$ cat src/rtl/fifo_serial_tx_pkg.sv
// Shared types and line levels for the FIFO-draining serial transmitter.
// Optional parity stage enabled by defining FIFO_SERIAL_TX_PARITY_EN.
package fifo_serial_tx_pkg;

  typedef enum logic [2:0] {
    StIdle   = 3'd0,
    StFetch  = 3'd1,
    StLoad   = 3'd2,
    StStart  = 3'd3,
    StData   = 3'd4,
`ifdef FIFO_SERIAL_TX_PARITY_EN
    StParity = 3'd5,
`endif
    StStop   = 3'd6
  } tx_state_e;

  localparam logic LineIdle  = 1'b1;
  localparam logic LineStart = 1'b0;
  localparam logic LineStop  = 1'b1;

endpackage

$ cat src/rtl/baud_tick_gen.sv
// Bit-period divider: one end-of-bit tick every CLKS_PER_BIT enabled cycles,
// restartable so each frame's START bit begins a fresh period.
module baud_tick_gen #(
  parameter int unsigned CLKS_PER_BIT = 16
) (
  input  logic i_clk,
  input  logic i_rst,
  input  logic i_restart,
  input  logic i_en,
  output logic o_tick
);

  localparam int unsigned CntW = (CLKS_PER_BIT > 1) ? $clog2(CLKS_PER_BIT) : 1;
  localparam logic [CntW-1:0] CntMax = CntW'(CLKS_PER_BIT - 1);

  logic [CntW-1:0] r_cnt;

  assign o_tick = i_en && (r_cnt == CntMax);

  always_ff @(posedge i_clk or posedge i_rst) begin
    if (i_rst) begin
      r_cnt <= '0;
    end else if (i_restart || o_tick) begin
      r_cnt <= '0;
    end else if (i_en) begin
      r_cnt <= r_cnt + CntW'(1);
    end
  end

endmodule

$ cat src/rtl/fifo_serial_tx.sv
// Pops words from a FIFO and sends each as a start/data/stop serial frame.
// Define FIFO_SERIAL_TX_PARITY_EN to insert an even-parity bit before stop.
module fifo_serial_tx
  import fifo_serial_tx_pkg::*;
#(
  parameter int unsigned DATA_WIDTH   = 10,
  parameter int unsigned CLKS_PER_BIT = 16
) (
  input  logic                  CLK,
  input  logic                  RST,
  input  logic                  Empty,
  input  logic [DATA_WIDTH-1:0] Fifo_Dout,
  output logic                  RD_EN,
  output logic                  TX,
  output logic                  Busy,
  output logic                  Frame_Done
);

  localparam int unsigned BitCntW = $clog2(DATA_WIDTH + 1);
  localparam logic [BitCntW-1:0] LastBit = BitCntW'(DATA_WIDTH - 1);

  tx_state_e             r_state;
  tx_state_e             w_state_next;
  logic [DATA_WIDTH-1:0] r_shift;
  logic [BitCntW-1:0]    r_bit_cnt;
  logic                  w_tick;
  logic                  w_bit_en;
  logic                  w_restart;
`ifdef FIFO_SERIAL_TX_PARITY_EN
  logic                  r_parity;
`endif

  // Divider restarts during LOAD so START always gets a full bit period.
  assign w_restart = (r_state == StLoad);
  assign w_bit_en  = (r_state != StIdle) && (r_state != StFetch) && (r_state != StLoad);

  baud_tick_gen #(
    .CLKS_PER_BIT(CLKS_PER_BIT)
  ) u_baud_tick_gen (
    .i_clk    (CLK),
    .i_rst    (RST),
    .i_restart(w_restart),
    .i_en     (w_bit_en),
    .o_tick   (w_tick)
  );

  always_ff @(posedge CLK or posedge RST) begin
    if (RST) begin
      r_state <= StIdle;
    end else begin
      r_state <= w_state_next;
    end
  end

  always_comb begin
    w_state_next = r_state;
    case (r_state)
      StIdle:  if (!Empty) w_state_next = StFetch;
      StFetch: w_state_next = StLoad;
      StLoad:  w_state_next = StStart;
      StStart: if (w_tick) w_state_next = StData;
      StData: begin
        if (w_tick && (r_bit_cnt == LastBit)) begin
`ifdef FIFO_SERIAL_TX_PARITY_EN
          w_state_next = StParity;
`else
          w_state_next = StStop;
`endif
        end
      end
`ifdef FIFO_SERIAL_TX_PARITY_EN
      StParity: if (w_tick) w_state_next = StStop;
`endif
      StStop:  if (w_tick) w_state_next = Empty ? StIdle : StFetch;
      default: w_state_next = StIdle;
    endcase
  end

  always_ff @(posedge CLK or posedge RST) begin
    if (RST) begin
      r_shift   <= '0;
      r_bit_cnt <= '0;
`ifdef FIFO_SERIAL_TX_PARITY_EN
      r_parity  <= 1'b0;
`endif
    end else if (r_state == StLoad) begin
      r_shift   <= Fifo_Dout;
      r_bit_cnt <= '0;
`ifdef FIFO_SERIAL_TX_PARITY_EN
      r_parity  <= ^Fifo_Dout;
`endif
    end else if ((r_state == StData) && w_tick) begin
      r_shift   <= r_shift >> 1;
      r_bit_cnt <= r_bit_cnt + BitCntW'(1);
    end
  end

  always_comb begin
    RD_EN      = 1'b0;
    TX         = LineIdle;
    Busy       = (r_state != StIdle);
    Frame_Done = 1'b0;
    case (r_state)
      StFetch: RD_EN = 1'b1;
      StStart: TX = LineStart;
      StData:  TX = r_shift[0];
`ifdef FIFO_SERIAL_TX_PARITY_EN
      StParity: TX = r_parity;
`endif
      StStop: begin
        TX         = LineStop;
        Frame_Done = w_tick;
      end
      default: ;
    endcase
  end

endmodule
$ cat config.mk
export PLATFORM = sky130hd
export DESIGN_NAME = fifo_serial_tx
export DESIGN_NICKNAME = d
export VERILOG_FILES = /design/src/rtl/fifo_serial_tx_pkg.sv /design/src/rtl/baud_tick_gen.sv /design/src/rtl/fifo_serial_tx.sv
export SDC_FILE = /design/constraint.sdc
export NUM_CORES = 1
export LEC_CHECK = 0
export ABC_AREA = 1
export BUFFER_PORTS_ARGS = -buffer_cell sky130_fd_sc_hd__buf_2
export CAP_MARGIN = 20
export CORE_ASPECT_RATIO = 0.5
export CORE_MARGIN = 8
export CORE_UTILIZATION = 44
export CTS_BUF_LIST = sky130_fd_sc_hd__clkbuf_8
export DETAILED_ROUTE_END_ITERATION = 12
export PLACE_DENSITY = 0.74
export SYNTH_ARGS = -nofsm -noshare
export SYNTH_HDL_FRONTEND = slang
export SYNTH_SLANG_ARGS = --single-unit
export TNS_END_PERCENT = 20
$ cat constraint.sdc
create_clock -name CLK -period 2.4 [get_ports CLK]
set_input_delay 0.36 -clock CLK [delete_from_list [all_inputs] [get_ports CLK]]
set_output_delay 0.36 -clock CLK [all_outputs]
set_load 0.01 [all_outputs]
==> results of run 1 <==
-- path summary, 6_finish.rpt --
path                                 to  slack [ps]  cells past startpoint
max                          Frame_Done         500                      6
min                          r_shift[9]         230                      2
max reg2reg                r_bit_cnt[0]         850                      7
min reg2reg                  r_shift[9]         510                      2
max in group asynchronous  r_bit_cnt[2]        1690                      2
min in group CLK             r_shift[9]         300                      3
-- Yosys cell counts --
cell type	number
nor2_1	8
inv_2	2
buf_2	1
dfrtp_1	21
ha_1	3
buf_4	1
nand3_1	14
nand2_2	1
nor2_4	1
inv_1	23
nand2_1	46
o21ai_1	2
o31ai_1	1
o22ai_1	2
nor2_2	1
nor3_1	1
nand2_4	2
o21ai_0	17
buf_6	2
clkbuf_1	1
o21bai_1	1
xor2_1	2
nand4_1	3
a21oi_1	4
-- sequential cells by signal (all words and copies together), names as in the netlist --
register               count
r_bit_cnt                  4
r_state                    3
u_baud_tick_gen.r_cnt      4
r_shift                   10
-- metal layers --
metal  vias to the layer above  track usage [%]
li1                        541                -
met1                       428             11.7
met2                        20             16.1
met3                         2             3.52
met4                         0             4.99
met5                         -                0
-- per-stage QoR --
step	cell area, sq um	setup WS [ps]	utilization [%]
2_1_floorplan	1200	918	-
3_3_place_gp	1290	831	50.0
3_5_place_dp	1290	780	50.0
4_1_cts	1340	481	51.8
5_1_grt	1340	352	51.8
6_report	1340	496	51.8
-- cell type report --
type,count,share of cell area [%]
clock buffers,3,3.08
clock inverters,1,0.373
inverters,25,7.00
multi-input cells,109,40.3
flip-flops and latches,21,39.2
well taps,37,3.45
repair buffers,17,6.54
-- cell families after synthesis --
| kind of cell | synth area share, % |
|---|---|
| xor gates and xnor gates | 1.46 |
| AOI/OAI and AO/OA | 11.9 |
| DFF | 43.8 |
| buffers and inverters | 11.1 |
| adders and majority gates | 3.13 |
| and+or+nand+nor | 28.6 |
-- power breakdown --
group          leakage, nW  switching [mW]  internal [mW]
registers            0.270           0.107          0.492
logic                0.407           0.452          0.257
clock network       0.0255           0.121          0.116
total                0.703           0.681          0.865
==> results.md, run 1 <==
* Startpoint types: flip-flop
* Final WL at around 2.2 mm
* First-pass GRT wire length at about 3.8 mm
* Resized Gates After CTS at 0
* Vias at roughly 990
* H-tree depth at 1
* Setup TNS Final at 0 ps
* Final worst-path cycle share at 79.3%
* DRC violations left at 0
* Fill cells at about 240
* Area delta synth->final at 11.8%
* Layout Cells excl Fill at around 210
* WS Path Type: reg2out
* Detailed Place HPWL at 1.60 mm
* Floorplan core area at roughly 2600 sq um
* Vias per cell at approximately 4.7
* Register area at between 500 and 600 sq um
* Synthesized area at between 1000 and 1500 sq um
* Layout cells sized above 1 at approximately 16%
* First-pass iteration count of the detailed router at 4
* Cells after Synth at 160
* Synth Register Bits at 21
* Hold crit path type: in2async
* Max cap viols at 0
* Top cell type's share of synthesized area at between 40% and 50%
* Largest delay share family, worst path: simple AND/OR/NAND/NOR gates
* Clk sinks at 21
* Total power at around 1.5 mW
* Run status: finished, final reports clean
* Gr ovfl total at 0
* Global Route Usage Sum at approximately 10%
* Synthesized area per cell at 7.49 sq um
* I/O pin count at 17
* Largest cells by area after synthesis: dfrtp_1 44%, nand2_1 14%, inv_1 7.2%
* Num CTS Buffers at 3
* Cell mode on critical path: nor2_1
* Multi-input logic area at roughly 540 sq um
* Die Wd at between 80 and 90 um
* Starting Density at 46.3%
* WL met3 at between 100 and 150 um
* Routed len/inst at 10.4 um
* Met2 wire len at ~950 um
* Latest clock arrival within the worst-skew pair at about 260 ps
* Inserted Diodes at 0
* Final Hold Viols at 0
* Critical Path Max Stage Delay at around 400 ps
* CP Launch Point: u_baud_tick_gen.r_cnt[0]
* Critical path's slowest cell: dfrtp_1
* FMAX at around 530 MHz
* Endpoints failing setup at 0
* Final min period at roughly 1900 ps
* Hold buffers post-CTS at 0
* Minimum hold slack at about 230 ps
* Clock Path Buffers at 2
* Post-route ant nets at 0
* Largest net degree at the start of global routing at 24
* P_leak at 0.703 nW
* Worst-path clk slew at about 80 ps
* Post-synth top area cell: dfrtp_1
* Rel. slew slack at 47.6%
* Worst Skew at around 1.0 ps
* Peak VDD IR at between 0.4 and 0.5 mV
* Die area at around 4800 sq um
* RSZ-0062 raised after global routing: no
* Height of the die at 52.9 um
* RR Startpoint: r_state[1]
* FP Rows at 13
* Clock root buffer: clkbuf_8
* CP Data Arrival Time at about 1500 ps
* Crit path max fanout at 5
* CTS tree: built
* Yosys cell types at 24
* Yosys warns at 0
* Post-CTS setup buffer count at 0
* Power per cell area at 1150 nW/um^2
* Final Max Tran Viols at 0
* Buf/Inv on CP at 2
* Initial antenna violation count at 0
* Met1 Wirelength at around 1.1 mm
* Slew @ Worst Pin at just under 800 ps
* CP endpoint kind: output port
* Placed insts at 209
* Port-buffer cells at 16
* Routability congestion estimate from global placement at about 0.74
* Layout Nets at between 150 and 200
* Most common cell after layout, fill and taps aside: nand2_1
* Initial drt markers at 60
* Top Layer Used: met4
* Required time worst endpoint at approximately 2000 ps
* Crit-path cells: ha_1, nand2_1, nor2_1, inv_1, nor2_1, buf_2
* Seq/Total Area, Yosys at 43.8%
* Net Count, Synth at about 180
* Commonest non-fill, non-tap cells in the layout: 46 x nand2_1, 23 x inv_1, 21 x dfrtp_1
* Vias in the first global route at ~860
Power figures use the tool's default switching activity.
==> run 2: changes to the inputs <==
--- a/config.mk
+++ b/config.mk
@@ -13,7 +13,7 @@
 export CORE_UTILIZATION = 44
 export CTS_BUF_LIST = sky130_fd_sc_hd__clkbuf_8
 export DETAILED_ROUTE_END_ITERATION = 12
-export PLACE_DENSITY = 0.74
+export PLACE_DENSITY = 0.76
 export SYNTH_ARGS = -nofsm -noshare
 export SYNTH_HDL_FRONTEND = slang
 export SYNTH_SLANG_ARGS = --single-unit
==> constraint.sdc (replaced) <==
create_clock -name CLK -period 1.7 [get_ports CLK]
set_input_delay 0.255 -clock CLK [delete_from_list [all_inputs] [get_ports CLK]]
set_output_delay 0.255 -clock CLK [all_outputs]
set_load 0.01 [all_outputs]
==> run 2 against run 1 <==
  * Core utilization is 1.5 points higher
  * Setup slack worse by 380 ps
  * Via count increased by 2.7%
  * Final cell count is 1.9% higher
  * Clock power increased by 35%
  * Clock-buffer cell count is the same
  * Die area is the same
  * Total power is 43% higher
==> results.md, run 2 (synthesis results as in run 1) <==
* P_leak at 0.722 nW (+2.7%)
* Final Max Tran Viols at 0 (unchanged)
* Power per cell area at 1610 nW/um^2 (+39%)
* Final min period at roughly 1600 ps
* Clock root buffer: clkbuf_8
* Worst Skew at 1.87 ps (+0.857 ps)
* Height of the die at 52.9 um (unchanged)
* Slew @ Worst Pin at 313 ps (-473 ps)
* Required time worst endpoint at 1440 ps (-600 ps)
* Gr ovfl total at 0 (unchanged)
* Initial antenna violation count at 0 (unchanged)
* Vias in the first global route at 905 (+5.6%)
* Routability congestion estimate from global placement at 0.776 (+5.2%)
* Routed len/inst at 10.4 um (-0.16%)
* Global Route Usage Sum at 9.60% (-0.33 points)
* Worst slack, placed at 180 ps (-599 ps)
* Most common cell after layout, fill and taps aside: nand2_1
* Vias per cell at 4.69 (+0.83%)
* Floorplan core area at 2590 sq um (unchanged)
* Largest net degree at the start of global routing at 24 (unchanged)
* FMAX at around 630 MHz
* DP Area at 1300 sq um (+0.58%)
* Port-buffer cells at 16 (unchanged)
* FP Rows at 13 (unchanged)
* Run status: finished, final reports clean
* First-pass iteration count of the detailed router at 4 (unchanged)
* Rel. slew slack at 79.2% (+32 points)
* Startpoint types: flip-flop
* CTS tree: built
* Worst-path clk slew at 80 ps (about the same)
* Final worst slack at 118 ps (-378 ps)
* Peak VDD IR at 0.519 mV (+4.3%)
* Area delta synth->final at 15.0%
* WS Path Type: reg2out
* Layout cells sized above 1 at 19.4% (+3.5 points)
* Largest Register: r_shift
* Clock Path Buffers at 2 (unchanged)
* First-pass GRT wire length at 3.78 mm (-0.18%)
* Die Wd at 89.8 um (unchanged)
* Vias at 1018 (+2.7%)
* Largest regs: r_shift: 10 flops, r_bit_cnt: 4 flops, u_baud_tick_gen.r_cnt: 4 flops
* Post-route ant nets at 0 (unchanged)
* Num CTS Buffers at 3 (unchanged)
* Latest clock arrival within the worst-skew pair at 250 ps (about the same)
* Inserted Diodes at 0 (unchanged)
* Die area at 4750 sq um (unchanged)
* H-tree depth at 1 (unchanged)
* Max cap viols at 0 (unchanged)
* Max FFs per register at 10 (unchanged)
* DRC violations left at 0 (unchanged)
* Setup TNS Final at 0 ps (unchanged)
* Final Hold Viols at 0 (unchanged)
* Initial drt markers at 30 (-50%)
* Endpoints failing setup at 0 (unchanged)
* Starting Density at 46.3% (unchanged)
* Final WL at 2.25 mm (+1.7%)
* Util after Layout at 53.3% (+1.5 points)
* Commonest non-fill, non-tap cells in the layout: 46 x nand2_1, 22 x inv_1, 20 x dfrtp_1
* I/O pin count at 17 (unchanged)
* Final Instance Area at 1380 sq um (+2.9%)
* Layout Nets at 197 (+2.1%)
* Crit path max fanout at 5 (unchanged)
* Hold buffers post-CTS at 0 (unchanged)
* CP endpoint kind: output port
* Detailed Place HPWL at 1.62 mm (+1.2%)
* CP Data Arrival Time at 1330 ps (-210 ps)
* Final worst-path cycle share at between 90 and 100%
* Hold crit path type: in2async
* Clk sinks at 21 (unchanged)
-- run 2: area by class of cell --
cell class	instances	area [sq um]
well taps	37	46.3
multi-input cells	109	548
clock inverters	1	5.00
fillers	244	1210
inverters	25	93.8
clock buffers	3	41.3
repair buffers	21	118
flip-flops and latches	21	527
-- run 2: power breakdown --
| part | internal (mW) | total, mW | switching [mW] | leakage [nW] |
|---|---|---|---|---|
| combinational | 0.394 | 1.05 | 0.659 | 0.428 |
| clock | 0.163 | 0.320 | 0.157 | 0.0255 |
| sequential | 0.697 | 0.845 | 0.148 | 0.269 |
-- run 2: worst paths after layout --
check                                  end  slack, ps                      from  cells past startpoint
worst max-delay path            Frame_Done        120  u_baud_tick_gen.r_cnt[1]                      6
max in group asynchronous       r_state[2]       1450                       RST                      3
worst min register to register  r_shift[9]        510                r_shift[9]                      2
worst min-delay path            r_shift[0]         10                       RST                      3
worst max register to register  r_shift[2]        230  u_baud_tick_gen.r_cnt[0]                      8
min in group CLK                r_shift[9]        200              Fifo_Dout[9]                      3
-- run 2: worst max-delay path, stage by stage, from the launching register on --
cell     delay (ps)
dfrtp_1         380
ha_1            170
nand2_1         100
nor2_4          140
inv_2            60
nor2_1           80
buf_2           130
-- run 2: repair_timing --
action	in CTS	in global routing
gates resized for setup	2	2
setup endpoints to repair	1	2
buffers inserted	0	3
hold endpoints to repair	0	0
pin swaps	0	1
-- run 2: per-layer routing --
metal	track usage (%)	wire (um)	vias to the layer above	part of all wire, %
li1	-	-	547	-
met1	10.7	1080	453	48
met2	16.8	1030	16	46
met3	3.66	112	2	5.0
met4	3.60	19	0	0.85
met5	0	0	-	0
-- run 2: through the flow --
stage          hold WS, ps  total power, mW  instances
3_5_place_dp           307             1.86        210
4_1_cts               24.4             2.20        214
5_1_grt               49.3             2.46        217
3_3_place_gp           296             1.83        210
6_report              14.2             2.22        217
2_1_floorplan          232             1.68        160
==> run 3: changes to the inputs <==
--- a/config.mk
+++ b/config.mk
@@ -6,7 +6,7 @@
 export NUM_CORES = 1
 export LEC_CHECK = 0
 export ABC_AREA = 1
-export BUFFER_PORTS_ARGS = -buffer_cell sky130_fd_sc_hd__buf_2
+export BUFFER_PORTS_ARGS = -buffer_cell sky130_fd_sc_hd__buf_4
 export CAP_MARGIN = 20
 export CORE_ASPECT_RATIO = 0.5
 export CORE_MARGIN = 8
==> run 3 against run 2 <==
  * Final cell count unchanged
  * Clock-buffer cell count unchanged
  * Sequential cell count unchanged
  * Register-to-register slack about the same
  * First-iteration DRC count up 100%
  * Sequential power about the same
  * Hold slack better by 2.1 ps
  * Via count up 4.7%
  * Clock power up 3%
  * Die area unchanged
  * Combinational power up 5%
  * Routed wire length up 4.0%
==> results.md, run 3 (synthesis results as in run 1) <==
* Final worst-path cycle share at 93.8% (+0.75 points)
* Power per cell area at 1600 nW/um^2 (-0.48%)
* Critical path's slowest cell: dfrtp_1
* CP Data Arrival Time at 1340 ps (about the same)
* Run status: finished, final reports clean
* Critical Path Max Stage Delay at 390 ps (about the same)
* P_leak at 0.735 nW (+1.9%)
* Latest clock arrival within the worst-skew pair at 260 ps (about the same)
* Clock root buffer: clkbuf_8
* I/O pin count at 17 (unchanged)
* Vias per cell at 4.91 (+4.7%)
* Largest net degree at the start of global routing at 24 (unchanged)
* RSZ-0062 raised after global routing: no
* Clk sinks at 21 (unchanged)
* Routability congestion estimate from global placement at 0.735 (-5.3%)
* Starting Density at 46.3% (unchanged)
* First-pass GRT wire length at 3.96 mm (+4.7%)
* Layout Nets at 197 (unchanged)
* Largest regs: r_shift: 10 flops, r_bit_cnt: 4 flops, u_baud_tick_gen.r_cnt: 4 flops
* R2R cell count at 8 (unchanged)
* Required time worst endpoint at 1440 ps (about the same)
* FMAX at 627 MHz (-0.80%)
* Floorplan core area at 2590 sq um (unchanged)
* Fill cells at 242 (-0.82%)
* First-pass iteration count of the detailed router at 5 (+1)
* Minimum hold slack at 16.4 ps (+2.14 ps)
* Final min period at 1600 ps (+12.7 ps)
* Routed len/inst at 10.8 um (+4.0%)
* Die Wd at 89.8 um (unchanged)
* Num CTS Buffers at 3 (unchanged)
* Largest Register: r_shift
* Global Route Usage Sum at 10.1% (+0.53 points)
* H-tree depth at 1 (unchanged)
* Layout cells sized above 1 at 19.4% (unchanged)
* Most common cell after layout, fill and taps aside: nand2_1
* Layout Cells excl Fill at 217 (unchanged)
* Height of the die at 52.9 um (unchanged)
* Final Max Tran Viols at 0 (unchanged)
* Die area at 4750 sq um (unchanged)
* Startpoint types: flip-flop
* Placed insts at 210 (unchanged)
* Commonest non-fill, non-tap cells in the layout: 46 x nand2_1, 22 x inv_1, 21 x buf_4
* Crit path max fanout at 5 (unchanged)
* FP Rows at 13 (unchanged)
* Vias in the first global route at 946 (+4.5%)
* Post-route ant nets at 0 (unchanged)
* Worst Skew at 3.06 ps (+1.18 ps)
* WS Path Type: reg2out
* CP endpoint kind: output port
* Port-buffer cells at 16 (unchanged)
* Worst-path clk slew at 80 ps (about the same)
* Max cap viols at 0 (unchanged)
* Initial antenna violation count at 0 (unchanged)
* Endpoints failing setup at 0 (unchanged)
* Gr ovfl total at 0 (unchanged)
* Slew @ Worst Pin at 296 ps (-17.0 ps)
* Detailed Place HPWL at 1.70 mm (+4.9%)
* Max FFs per register at 10 (unchanged)
* Crit-path cells: ha_1, nand2_1, nor2_4, inv_2, nor2_1, buf_4
* Clock Path Buffers at 2 (unchanged)
* Area delta synth->final at 18.4%
* Setup TNS Final at 0 ps (unchanged)
* DRC violations left at 0 (unchanged)
* Inserted Diodes at 0 (unchanged)
* Peak VDD IR at 0.648 mV (+25%)
* Final WL at 2.34 mm (+4.0%)
* CTS tree: built
* Hold crit path type: in2async
* Final Hold Viols at 0 (unchanged)
* Rel. slew slack at 80.3% (+1.1 points)
* Initial drt markers at 60 (+100%)
* Vias at 1066 (+4.7%)
* Multi-input logic area at 548 sq um (unchanged)
* Register area at 527 sq um (unchanged)
==> run 3: changes by cell type in the layout (fill, tap and decap cells not counted) <==
cell,delta
buf_2,-16
buf_4,+16
==> run 3: metal layers <==
layer	vias up	track usage, %	part of all wire, %
met5	-	0	0
met4	0	3.32	1.3
met3	2	3.94	5.9
met2	21	17.3	45
met1	498	11.7	47
li1	545	-	-
==> run 3: where the power goes <==
group / total (mW) / internal, mW / leakage [nW] / switching [mW]
logic: 1.10 / 0.421 / 0.441 / 0.674
registers: 0.847 / 0.697 / 0.269 / 0.150
clock network: 0.329 / 0.163 / 0.0255 / 0.166
==> run 3: cell type report <==
| cell class | instances | share of cell area (%) |
|---|---|---|
| Multi-Input combinational cell | 109 | 38.6 |
| Clock buffer | 3 | 2.91 |
| Sequential cell | 21 | 37.1 |
| Inverter | 25 | 6.61 |
| Clock inverter | 1 | 0.353 |
| Timing Repair Buffer | 21 | 11.1 |
| Tap cell | 37 | 3.26 |
==> run 3: per-stage QoR <==
| stage | util, % | setup slack [ps] | cell area, sq um | total power, mW |
|---|---|---|---|---|
| floorplan | - | 323 | 1200 | 1.68 |
| global placement | 51.9 | 233 | 1340 | 1.87 |
| detailed placement | 51.9 | 203 | 1340 | 1.91 |
| CTS | 53.9 | 38.3 | 1400 | 2.25 |
| global route | 54.9 | 8.91 | 1420 | 2.51 |
| finish | 54.9 | 105 | 1420 | 2.27 |
==> run 3: final timing paths <==
kind | start | endpoint | slack (ps)
worst min-delay path | RST | r_shift[9] | 20
worst max register to register | u_baud_tick_gen.r_cnt[1] | r_shift[0] | 230
max in group asynchronous | RST | r_state[2] | 1450
min in group CLK | Fifo_Dout[9] | r_shift[9] | 200
worst min register to register | r_shift[7] | r_shift[7] | 530
worst max-delay path | u_baud_tick_gen.r_cnt[1] | Frame_Done | 100
==> run 3: repair_timing <==
action,CTS,global route
pin swaps,0,1
hold buffers,0,0
endpoints found under the hold margin,0,0
gates cloned,0,0
resized for setup,2,2
setup buffers,0,3
endpoints found under the setup margin,1,2
==> run 3: critical path, delay by kind of cell, from the launching register on <==
kind / cells / cell delay [ps]
buffers and inverters: 2 / 180
DFF: 1 / 390
adders and majority gates: 1 / 190
and+or+nand+nor: 3 / 320
